--- config.mk ---
export PLATFORM = sky130hd
export DESIGN_NAME = apb_master_nslv_flat
export DESIGN_NICKNAME = d
export VERILOG_FILES = /design/src/rtl/apb_pkg.sv /design/src/rtl/apb_master_nslv_if.sv /design/src/rtl/apb_wait_timer.sv /design/src/rtl/apb_master_nslv.sv /design/src/flat_wrapper.sv
export SDC_FILE = /design/constraint.sdc
export NUM_CORES = 1
export LEC_CHECK = 0
export ABC_AREA = 1
export BUFFER_PORTS_ARGS = -buffer_cell sky130_fd_sc_hd__buf_2
export CAP_MARGIN = 10
export CORE_MARGIN = 8
export CORE_UTILIZATION = 45
export CTS_CLUSTER_DIAMETER = 150
export DETAILED_ROUTE_END_ITERATION = 7
export HOLD_SLACK_MARGIN = 0.06
export PLACE_DENSITY_LB_ADDON = 0.05
export SLEW_MARGIN = 25
export SYNTH_ARGS = -nofsm -noshare
export SYNTH_HDL_FRONTEND = slang
export SYNTH_SLANG_ARGS = --single-unit
--- constraint.sdc ---
create_clock -name apb_clk -period 3.31 [get_ports apb_clk]
set_input_delay 0.331 -clock apb_clk [delete_from_list [all_inputs] [get_ports apb_clk]]
set_output_delay 0.331 -clock apb_clk [all_outputs]
set_load 0.01 [all_outputs]
--- src/rtl/apb_pkg.sv ---
// Shared types for the APB master: FSM states, response status codes and
// the slave-select width helper.
package apb_pkg;

    typedef enum logic [1:0] {
        ST_IDLE   = 2'd0,
        ST_SETUP  = 2'd1,
        ST_ACCESS = 2'd2,
        ST_RESP   = 2'd3
    } state_t;

    typedef enum logic [1:0] {
        STS_OK      = 2'b00,
        STS_SLVERR  = 2'b01,
        STS_TIMEOUT = 2'b10,
        STS_DECERR  = 2'b11
    } status_t;

    // At least one select bit, even for a single slave.
    function automatic int sel_w(input int n);
        return (n > 1) ? $clog2(n) : 1;
    endfunction

endpackage

--- src/rtl/apb_master_nslv_if.sv ---
// Command, response and APB fabric signals of the multi-slave APB master.
interface apb_master_nslv_if
    import apb_pkg::*;
#(
    parameter int ADDR_W  = 8,
    parameter int DATA_W  = 32,
    parameter int NUM_SLV = 4
);
    logic                      cmd_valid;
    logic                      cmd_ready;
    logic [ADDR_W-1:0]         cmd_addr;
    logic                      cmd_write;
    logic [DATA_W-1:0]         cmd_wdata;
    logic [DATA_W/8-1:0]       cmd_strb;

    logic                      rsp_valid;
    logic                      rsp_ready;
    logic [DATA_W-1:0]         rsp_rdata;
    status_t                   rsp_status;

    logic [ADDR_W-1:0]         apb_addr;
    logic                      apb_write;
    logic [NUM_SLV-1:0]        apb_selx;
    logic                      apb_en;
    logic [DATA_W-1:0]         apb_wdata;
    logic [DATA_W/8-1:0]       apb_strb;
    logic [NUM_SLV*DATA_W-1:0] apb_rdata;
    logic [NUM_SLV-1:0]        apb_ready;
    logic [NUM_SLV-1:0]        apb_slverr;

    modport master (
        input  cmd_valid, cmd_addr, cmd_write, cmd_wdata, cmd_strb, rsp_ready,
               apb_rdata, apb_ready, apb_slverr,
        output cmd_ready, rsp_valid, rsp_rdata, rsp_status,
               apb_addr, apb_write, apb_selx, apb_en, apb_wdata, apb_strb
    );

    modport slave (
        output cmd_valid, cmd_addr, cmd_write, cmd_wdata, cmd_strb, rsp_ready,
               apb_rdata, apb_ready, apb_slverr,
        input  cmd_ready, rsp_valid, rsp_rdata, rsp_status,
               apb_addr, apb_write, apb_selx, apb_en, apb_wdata, apb_strb
    );

endinterface

--- src/rtl/apb_wait_timer.sv ---
// Saturating ACCESS-cycle counter; expired flags the TIMEOUT-th enabled cycle.
module apb_wait_timer #(
    parameter int TIMEOUT = 20
) (
    input  logic clk,
    input  logic rst_n,
    input  logic clear,
    input  logic enable,
    output logic expired
);

    generate
        if (TIMEOUT == 0) begin : g_off
            assign expired = 1'b0;
        end else begin : g_on
            localparam int CW = $clog2(TIMEOUT + 1);
            localparam logic [CW-1:0] LIMIT = CW'(TIMEOUT);
            localparam logic [CW-1:0] LAST  = CW'(TIMEOUT - 1);

            logic [CW-1:0] r_cnt;

            always_ff @(posedge clk) begin
                if (!rst_n || clear) begin
                    r_cnt <= '0;
                end else if (enable && (r_cnt != LIMIT)) begin
                    r_cnt <= r_cnt + 1'b1;
                end
            end

            // r_cnt holds the cycles already spent, so this cycle is the last one.
            assign expired = enable && (r_cnt == LAST);
        end
    endgenerate

endmodule

--- src/rtl/apb_master_nslv.sv ---
// APB4 master bridging a valid/ready command port onto NUM_SLV decoded slaves,
// with slave-error capture, decode errors and an ACCESS-phase timeout.
module apb_master_nslv
    import apb_pkg::*;
#(
    parameter int ADDR_W  = 8,
    parameter int DATA_W  = 32,
    parameter int NUM_SLV = 4,
    parameter int TIMEOUT = 20
) (
    input logic               apb_clk,
    input logic               apb_reset_n,
    apb_master_nslv_if.master bus
);

    localparam int SEL_W  = sel_w(NUM_SLV);
    localparam int STRB_W = DATA_W / 8;

    state_t              r_state;
    logic                r_cmd_ready;
    logic                r_rsp_valid;
    logic [DATA_W-1:0]   r_rsp_rdata;
    status_t             r_status;
    logic [ADDR_W-1:0]   r_addr;
    logic                r_write;
    logic [NUM_SLV-1:0]  r_selx;
    logic                r_en;
    logic [DATA_W-1:0]   r_wdata;
    logic [STRB_W-1:0]   r_strb;

    logic [SEL_W-1:0]    w_idx;
    logic                w_decerr;
    logic [NUM_SLV-1:0]  w_onehot;
    logic [DATA_W-1:0]   w_rdata;
    logic                w_ready;
    logic                w_slverr;
    logic                w_expired;

    assign w_idx    = bus.cmd_addr[ADDR_W-1 -: SEL_W];
    assign w_decerr = (int'(w_idx) >= NUM_SLV);
    assign w_onehot = NUM_SLV'(1) << w_idx;

    // The registered one-hot select doubles as the response mux control.
    always_comb begin
        w_rdata  = '0;
        w_ready  = 1'b0;
        w_slverr = 1'b0;
        for (int i = 0; i < NUM_SLV; i++) begin
            if (r_selx[i]) begin
                w_rdata  = w_rdata | bus.apb_rdata[i*DATA_W +: DATA_W];
                w_ready  = w_ready | bus.apb_ready[i];
                w_slverr = w_slverr | bus.apb_slverr[i];
            end
        end
    end

    apb_wait_timer #(.TIMEOUT(TIMEOUT)) u_timer (
        .clk     (apb_clk),
        .rst_n   (apb_reset_n),
        .clear   (r_state != ST_ACCESS),
        .enable  (r_state == ST_ACCESS),
        .expired (w_expired)
    );

    always_ff @(posedge apb_clk) begin
        if (!apb_reset_n) begin
            r_state     <= ST_IDLE;
            r_cmd_ready <= 1'b0;
            r_rsp_valid <= 1'b0;
            r_rsp_rdata <= '0;
            r_status    <= STS_OK;
            r_addr      <= '0;
            r_write     <= 1'b0;
            r_selx      <= '0;
            r_en        <= 1'b0;
            r_wdata     <= '0;
            r_strb      <= '0;
        end else begin
            case (r_state)
                ST_IDLE: begin
                    if (bus.cmd_valid && r_cmd_ready) begin
                        r_cmd_ready <= 1'b0;
                        r_addr      <= bus.cmd_addr;
                        r_write     <= bus.cmd_write;
                        r_wdata     <= bus.cmd_write ? bus.cmd_wdata : '0;
                        r_strb      <= bus.cmd_write ? bus.cmd_strb  : '0;
                        if (w_decerr) begin
                            r_state     <= ST_RESP;
                            r_rsp_valid <= 1'b1;
                            r_rsp_rdata <= '0;
                            r_status    <= STS_DECERR;
                        end else begin
                            r_state <= ST_SETUP;
                            r_selx  <= w_onehot;
                        end
                    end else begin
                        r_cmd_ready <= 1'b1;
                    end
                end
                ST_SETUP: begin
                    r_en    <= 1'b1;
                    r_state <= ST_ACCESS;
                end
                ST_ACCESS: begin
                    // PREADY is checked first so it wins on the final timed cycle.
                    if (w_ready) begin
                        r_state     <= ST_RESP;
                        r_selx      <= '0;
                        r_en        <= 1'b0;
                        r_rsp_valid <= 1'b1;
                        r_status    <= w_slverr ? STS_SLVERR : STS_OK;
                        r_rsp_rdata <= (!r_write && !w_slverr) ? w_rdata : '0;
                    end else if (w_expired) begin
                        r_state     <= ST_RESP;
                        r_selx      <= '0;
                        r_en        <= 1'b0;
                        r_rsp_valid <= 1'b1;
                        r_status    <= STS_TIMEOUT;
                        r_rsp_rdata <= '0;
                    end
                end
                ST_RESP: begin
                    if (bus.rsp_ready) begin
                        r_state     <= ST_IDLE;
                        r_rsp_valid <= 1'b0;
                        r_cmd_ready <= 1'b1;
                    end
                end
                default: r_state <= ST_IDLE;
            endcase
        end
    end

    assign bus.cmd_ready  = r_cmd_ready;
    assign bus.rsp_valid  = r_rsp_valid;
    assign bus.rsp_rdata  = r_rsp_rdata;
    assign bus.rsp_status = r_status;
    assign bus.apb_addr   = r_addr;
    assign bus.apb_write  = r_write;
    assign bus.apb_selx   = r_selx;
    assign bus.apb_en     = r_en;
    assign bus.apb_wdata  = r_wdata;
    assign bus.apb_strb   = r_strb;

endmodule
--- src/flat_wrapper.sv ---
// flat-port wrapper written by rule: the top's interface ports become plain ports
module apb_master_nslv_flat import apb_pkg::*;
#(
    parameter int ADDR_W  = 8,
    parameter int DATA_W  = 32,
    parameter int NUM_SLV = 4,
    parameter int TIMEOUT = 20
)
  (apb_clk, apb_reset_n, bus_cmd_valid, bus_cmd_addr, bus_cmd_write, bus_cmd_wdata, bus_cmd_strb, bus_rsp_ready, bus_apb_rdata, bus_apb_ready, bus_apb_slverr, bus_cmd_ready, bus_rsp_valid, bus_rsp_rdata, bus_rsp_status, bus_apb_addr, bus_apb_write, bus_apb_selx, bus_apb_en, bus_apb_wdata, bus_apb_strb);
  apb_master_nslv_if #(.ADDR_W(ADDR_W), .DATA_W(DATA_W), .NUM_SLV(NUM_SLV)) bus_i ();
  input logic apb_clk;
  input logic apb_reset_n;
  input wire logic [$bits(bus_i.cmd_valid)-1:0] bus_cmd_valid;
  input wire logic [$bits(bus_i.cmd_addr)-1:0] bus_cmd_addr;
  input wire logic [$bits(bus_i.cmd_write)-1:0] bus_cmd_write;
  input wire logic [$bits(bus_i.cmd_wdata)-1:0] bus_cmd_wdata;
  input wire logic [$bits(bus_i.cmd_strb)-1:0] bus_cmd_strb;
  input wire logic [$bits(bus_i.rsp_ready)-1:0] bus_rsp_ready;
  input wire logic [$bits(bus_i.apb_rdata)-1:0] bus_apb_rdata;
  input wire logic [$bits(bus_i.apb_ready)-1:0] bus_apb_ready;
  input wire logic [$bits(bus_i.apb_slverr)-1:0] bus_apb_slverr;
  output wire logic [$bits(bus_i.cmd_ready)-1:0] bus_cmd_ready;
  output wire logic [$bits(bus_i.rsp_valid)-1:0] bus_rsp_valid;
  output wire logic [$bits(bus_i.rsp_rdata)-1:0] bus_rsp_rdata;
  output wire logic [$bits(bus_i.rsp_status)-1:0] bus_rsp_status;
  output wire logic [$bits(bus_i.apb_addr)-1:0] bus_apb_addr;
  output wire logic [$bits(bus_i.apb_write)-1:0] bus_apb_write;
  output wire logic [$bits(bus_i.apb_selx)-1:0] bus_apb_selx;
  output wire logic [$bits(bus_i.apb_en)-1:0] bus_apb_en;
  output wire logic [$bits(bus_i.apb_wdata)-1:0] bus_apb_wdata;
  output wire logic [$bits(bus_i.apb_strb)-1:0] bus_apb_strb;
  assign bus_i.cmd_valid = bus_cmd_valid;
  assign bus_i.cmd_addr = bus_cmd_addr;
  assign bus_i.cmd_write = bus_cmd_write;
  assign bus_i.cmd_wdata = bus_cmd_wdata;
  assign bus_i.cmd_strb = bus_cmd_strb;
  assign bus_i.rsp_ready = bus_rsp_ready;
  assign bus_i.apb_rdata = bus_apb_rdata;
  assign bus_i.apb_ready = bus_apb_ready;
  assign bus_i.apb_slverr = bus_apb_slverr;
  assign bus_cmd_ready = bus_i.cmd_ready;
  assign bus_rsp_valid = bus_i.rsp_valid;
  assign bus_rsp_rdata = bus_i.rsp_rdata;
  assign bus_rsp_status = bus_i.rsp_status;
  assign bus_apb_addr = bus_i.apb_addr;
  assign bus_apb_write = bus_i.apb_write;
  assign bus_apb_selx = bus_i.apb_selx;
  assign bus_apb_en = bus_i.apb_en;
  assign bus_apb_wdata = bus_i.apb_wdata;
  assign bus_apb_strb = bus_i.apb_strb;
  apb_master_nslv #(.ADDR_W(ADDR_W), .DATA_W(DATA_W), .NUM_SLV(NUM_SLV), .TIMEOUT(TIMEOUT)) u_core (.apb_clk(apb_clk), .apb_reset_n(apb_reset_n), .bus(bus_i));
endmodule
==> flow_summary.yaml, run 1 <==
floorplan:
  die_w_um: 116
  core_sq_um: 9730
  die-area_sq_um: 13500
  die_h_um: 116
  initial_utilization: 0.463
  pin_count: 271
  fp-row-count: 36
outcome:
  status: "completed"
sta:
  max_freq_ghz: 0.466
  tns_ns: 0
  rsz0062_at_grt: "no"
  max_slew_margin: 0.366
  tightest_slew_ns: 0.945
  min_period_ns: 2.15
  finalHoldViolCount: 0
  fin_crit_sh: 0.649
  setup_ws_ns: 1.16
  slew_viol_final: 0
  setup-violations-final: 0
  finClkSkew_ns: 0.00852
  hold_slack_ns: 0.208
finish:
  final_common_cell: "nand2_1"
  design_area_sq_um: 6080
  num-fill-cells: 967
  nets: 1103
  syn2layout_area_growth_pct: 34.9
  stdcell_count: 1051
  diodes: 0
  most-common-layout-cells: "286 x nand2_1, 270 x buf_2, 93 x dfxtp_1"
  drive_gt1_frac: 0.361
  register_area_sq_um: 1860
  multi_input_area_sq_um: 2300
grt:
  grt_start_max_net_pins: 53
  top_usage_layer: "met2"
  grt_overflow: 0
  grtUsageTotal: 0.226
  use_met3: 0.0829
  grt_pass1_wl_mm: 24.4
  grt_pass1_vias: 5250
  gr-usage-met2: 0.413
  use_met1: 0.234
  antenna_found_initial: 0
synthesis:
  synth_top_family_by_area: "simple AND/OR/NAND/NOR gates"
  synth_cell_types: 29
  yosys.area.top_type: "dfxtp_1"
  synth_xor_area_frac: 0
  synth_cells: 665
  synth.top_cell.area_share: 0.413
  synth_area_sq_um: 4500
  synth_mux_area_frac: 0
  synth_top_cells_by_area: "dfxtp_1 41%, nand2_1 24%, a21oi_1 8.3%, nand4_1 4.9%, inv_1 2.6%"
  ys_ff_latch: 93
  yosys.area_share.simple: 0.371
  avgSynthCellArea_sq_um: 6.77
  synth_fa_ha_area_frac: 0.0139
  synth-compound-area-share: 0.124
  ys_warn_count: 0
  syn-num-nets: 855
  yosysSeqAreaShare: 0.413
power_and_ir_drop:
  switching_power_mw: 1.15
  p_int_mw: 2.04
  swShare: 0.360
  leakagePower_nw: 2.88
  p_clk_frac: 0.264
  pwr-share-comb: 0.332
  peakVddDrop_v: 0.000221
  p_seq_frac: 0.405
  powerDensity_nw_per_um2: 523
hold_path:
  holdPathStages: 3
  hold_end: "u_core.bus.apb_wdata[13]$_SDFFE_PN0P_"
  hp-class: "input pin to flop"
  hold_start: "bus_cmd_wdata[13]"
cts:
  cts_inserted_buffers: 9
  clockRootBuffer: "clkbuf_8"
  postCtsHoldBufs: 0
  clock_path_buffers: 2
  cts_resized: 0
  postCtsSetupRepairBufs: 0
  numClockSinks: 93
  htreeDepth: 3
  cts_tree: "built"
  path_clk_slew_ns: 0.10
  clkLatencyLatePin_ns: 0.35
setup_path:
  start_kind: "flop"
  regToRegSetupSlack_ns: 1.16
  r2r-end: "u_core.bus.apb_wdata[3]$_SDFFE_PN0P_"
  max_stage_delay_ns: 0.76
  cp.required_ns: 3.55
  r2r-start: "u_core.r_state[0]$_SDFFE_PN0P_"
  path_max_fanout: 36
  cp.arrival_ns: 2.39
  end_kind: "flop"
  crit_path_top_delay_cell: "clkinv_1"
  r2r_cells: 6
  path_cells: "inv_1 > ha_1 > nand4_1 > clkinv_1 > nand2_1 > a21oi_1"
  critPathKind: "flop to flop"
drt:
  wl_per_cell_um: 15.0
  ant_nets: 0
  initialDrtViolationCount: 243
  routed_wl_mm: 15.8
  drc_errors: 0
  viasPerCell: 4.93
  drtPass1Iterations: 4
  num_vias: 5177
place:
  dpl_worst_slack_ns: 1.16
  dp_hpwl_mm: 12.3
  globalplace.congestion: 0.805
  dpl.cell_count: 1035
  placed_cell_area_sq_um: 5860
  port_buffers: 270
flow_run:
  cap_violations: 0
## power by group through the flow
stage | Clock (mW) | Sequential (mW) | Combinational, mW
after detailed placement | 0 | 1.31 | 1.06
after global routing | 0.908 | 1.30 | 1.19
after global placement | 0 | 1.31 | 1.04
after CTS | 0.861 | 1.29 | 1.07
after floorplan | 0 | 1.34 | 0.667
final | 0.839 | 1.29 | 1.06
## flip-flops by register name (all words and copies together), names as in the netlist
name,count
u_core.u_timer.g_on.r_cnt,5
u_core.r_state,2
u_core.bus.apb_write,1
u_core.bus.cmd_ready,1
u_core.bus.rsp_rdata,32
u_core.bus.rsp_valid,1
u_core.bus.rsp_status,2
u_core.bus.apb_strb,4
u_core.bus.apb_addr,8
u_core.bus.apb_selx,4
u_core.bus.apb_en,1
u_core.bus.apb_wdata,32
## synth_stat cells
cell type / count
nand2_1: 286
dfxtp_1: 93
a21oi_1: 75
nand4_1: 35
inv_1: 31
clkbuf_1: 25
nor2_1: 25
nand2_2: 18
nand3_1: 15
o21ai_0: 14
a21oi_2: 10
buf_2: 6
buf_6: 6
ha_1: 5
nor3_1: 4
inv_2: 2
nand2_4: 2
o21a_1: 2
a31oi_1: 1
buf_1: 1
buf_12: 1
buf_4: 1
clkinv_1: 1
nand3_2: 1
nor2_2: 1
nor2_4: 1
nor2_8: 1
o21ai_1: 1
or2_2: 1
## logic make-up (layout without fill, tap and decap cells)
group           Yosys count  after routing
fa+ha+maj                 5              5
simple gates            390            390
flops                    93             93
compound gates          103            103
buf+inv                  74            327
## metrics by stage
stage / total power [mW] / util
final: 3.18 / 0.625
after global routing: 3.39 / 0.625
after CTS: 3.21 / 0.625
after detailed placement: 2.37 / 0.602
after global placement: 2.35 / 0.602
after floorplan: 2.01 / -
## worst max path at each step
stage                                    from                                    end  slack (ns)
3_5_place_dp   u_core.r_state[0]$_SDFFE_PN0P_   u_core.bus.apb_wdata[3]$_SDFFE_PN0P_        1.16
6_report       u_core.r_state[0]$_SDFFE_PN0P_   u_core.bus.apb_wdata[3]$_SDFFE_PN0P_        1.16
4_1_cts        u_core.r_state[0]$_SDFFE_PN0P_  u_core.bus.apb_wdata[10]$_SDFFE_PN0P_        1.16
3_3_place_gp   u_core.r_state[1]$_SDFFE_PN0P_   u_core.bus.apb_wdata[8]$_SDFFE_PN0P_        1.29
2_1_floorplan  u_core.r_state[0]$_SDFFE_PN0P_    u_core.bus.apb_selx[1]$_SDFFE_PN0P_        1.89
5_1_grt        u_core.r_state[0]$_SDFFE_PN0P_  u_core.bus.apb_wdata[27]$_SDFFE_PN0P_        0.98
## worst max-delay path, delay by kind of cell, from the launching register on
kind / cells / cell delay, ns
AND/OR/NAND/NOR: 2 / 0.45
AO/OA/AOI/OAI: 1 / 0.09
buffers and inverters: 2 / 0.85
adder cells (fa/ha/maj): 1 / 0.28
flip-flops: 1 / 0.36
## final cells by class
cell class              count  area share
repair buffers            277       0.231
flip-flops and latches     93       0.306
clock inverters             7      0.0159
clock buffers               9      0.0204
multi-input cells         498       0.378
well taps                 133      0.0274
inverters                  34      0.0210
## metal layers
layer,share of wire,wire length (um)
met4,0.020,319
met3,0.086,1350
met1,0.39,6180
met2,0.50,7900
met5,0,0
No activity file was read; power rests on OpenSTA's default activity.
==> run 2: changes to the inputs <==
Settings changed: CORE_UTILIZATION 45 to 44.
Clock period 3.31 ns to 2.2 ns, I/O delays scaled along.
==> run 2 against run 1 <==
Net effect: worst hold slack lost 0.12 ns; largest cell class unchanged; register-to-register slack got worse by 0.69 ns; fmax grew 25%; critical path depth is 1 higher; flip-flop and latch count did not move; combinational power is 50% higher; sequential share of layout area down 0.14 points; via count hardly changed; cell area rose by 0.45%.
==> flow_summary.yaml, run 2 (synthesis gave the netlist of run 1 again) <==
finish:
  syn2layout_area_growth_pct: 35.5
  final_common_cell: "nand2_1"
  nets: 1107
  drive_gt1_frac: 0.363
  diodes: 0
  most-common-layout-cells: "286 x nand2_1, 270 x buf_2, 93 x dfxtp_1"
power_and_ir_drop:
  peakVddDrop_v: 0.000515
  switching_power_mw: 1.77
  swShare: 0.382
  powerDensity_nw_per_um2: 760
  p_int_mw: 2.87
  leakagePower_nw: 2.89
  pwr-share-comb: 0.344
  p_seq_frac: 0.418
  p_clk_frac: 0.238
grt:
  grt_pass1_vias: 5260
  grt_pass1_wl_mm: 24.8
  grt_overflow: 0
  grtUsageTotal: 0.225
  grt_start_max_net_pins: 54
  antenna_found_initial: 1
place:
  globalplace.congestion: 0.855
  dpl_worst_slack_ns: 0.507
  dp_hpwl_mm: 12.5
  port_buffers: 270
sta:
  max_slew_margin: 0.668
  setup-violations-final: 0
  rsz0062_at_grt: "no"
  tns_ns: 0
  min_period_ns: 1.72
  max_freq_ghz: 0.580
  fin_crit_sh: 0.784
  setup_ws_ns: 0.476
  tightest_slew_ns: 0.498
  finalHoldViolCount: 0
  slew_viol_final: 0
  finClkSkew_ns: 0.0115
setup_path:
  path_max_fanout: 9
  critPathKind: "flop to flop"
  regToRegSetupSlack_ns: 0.48
  cp.arrival_ns: 1.97
  cp_num_buf_inv: 2
  crit_family: "compound AO/OA/AOI/OAI gates"
  cp.required_ns: 2.45
  end_kind: "flop"
  path_cells: "inv_1 > ha_1 > inv_1 > o21ai_1 > nand2_1 > nand2_1 > a21oi_1"
  max_stage_delay_ns: 0.40
  start_kind: "flop"
  crit_path_top_delay_cell: "o21ai_1"
cts:
  clockRootBuffer: "clkbuf_8"
  clkLatencyLatePin_ns: 0.36
  cts_inserted_buffers: 9
  numClockSinks: 93
  postCtsHoldBufs: 0
  postCtsSetupRepairBufs: 0
  clock_path_buffers: 2
  cts_resized: 0
  htreeDepth: 3
  path_clk_slew_ns: 0.11
  cts_tree: "built"
floorplan:
  die-area_sq_um: 13700
  initial_utilization: 0.444
  die_w_um: 117
  core_sq_um: 10100
  fp-row-count: 37
  die_h_um: 117
  pin_count: 271
drt:
  viasPerCell: 4.89
  initialDrtViolationCount: 358
  num_vias: 5175
  wl_per_cell_um: 14.9
  routed_wl_mm: 15.8
  ant_nets: 0
  drc_errors: 0
  drtPass1Iterations: 7
hold_path:
  hp-class: "input pin to flop"
flow_run:
  cap_violations: 0
outcome:
  status: "completed"
==> run 2: changes by cell type in the layout (fill, tap and decap cells not counted), sizes merged <==
cell	previous run	this run
buf	277	281
clkinvlp	0	1
bufinv	2	0
inv	35	36
==> run 2: stage by stage <==
| stage | instances | hold WS (ns) | power (mW) | util | instance area [sq um] |
|---|---|---|---|---|---|
| after floorplan | 665 | 0.364 | 3.03 | - | 4500 |
| after global placement | 1042 | 0.429 | 3.54 | 0.583 | 5920 |
| after detailed placement | 1042 | 0.435 | 3.57 | 0.583 | 5920 |
| after CTS | 1058 | 0.0719 | 4.67 | 0.602 | 6100 |
| after global routing | 1058 | 0.0641 | 4.95 | 0.602 | 6100 |
| final | 1058 | 0.0930 | 4.64 | 0.602 | 6100 |
==> run 2: per-layer routing <==
metal  GRT usage  part of all wire  vias up
met3      0.0749             0.085       20
met2       0.393              0.51      191
li1            -                 -     2636
met5           0           0.00051        -
met4      0.0597             0.017        2
met1       0.257              0.39     2326
==> run 2: worst min-delay path: stages <==
cell     delay, ns
buf_2         0.09
nand2_1       0.05
a21oi_1       0.05
==> run 2: worst paths after layout <==
| path | depth (start not counted) | from | end |
|---|---|---|---|
| max | 7 | u_core.r_state[0]$_SDFFE_PN0P_ | u_core.bus.apb_selx[3]$_SDFFE_PN0P_ |
| max reg2reg | 7 | u_core.r_state[0]$_SDFFE_PN0P_ | u_core.bus.apb_selx[3]$_SDFFE_PN0P_ |
| min | 3 | bus_cmd_strb[2] | u_core.bus.apb_strb[2]$_SDFFE_PN0P_ |
| min reg2reg | 2 | u_core.bus.apb_addr[4]$_SDFFE_PN0P_ | u_core.bus.apb_addr[4]$_SDFFE_PN0P_ |
==> run 2: area by class of cell <==
type	instances	area, sq um
Inverter	34	128
Fill cell	1002	4030
Tap cell	136	170
Multi-Input combinational cell	498	2300
Sequential cell	93	1860
Clock buffer	9	124
Timing Repair Buffer	281	1460
Clock inverter	7	65.1
==> run 2: power by group through the flow <==
stage                     sequential, mW  clock, mW  combinational (mW)
after floorplan                     2.02          0                1.00
after global placement              1.97          0                1.58
after detailed placement            1.98          0                1.59
after CTS                           1.94       1.13                1.60
after global routing                1.96       1.21                1.78
final                               1.94       1.10                1.59
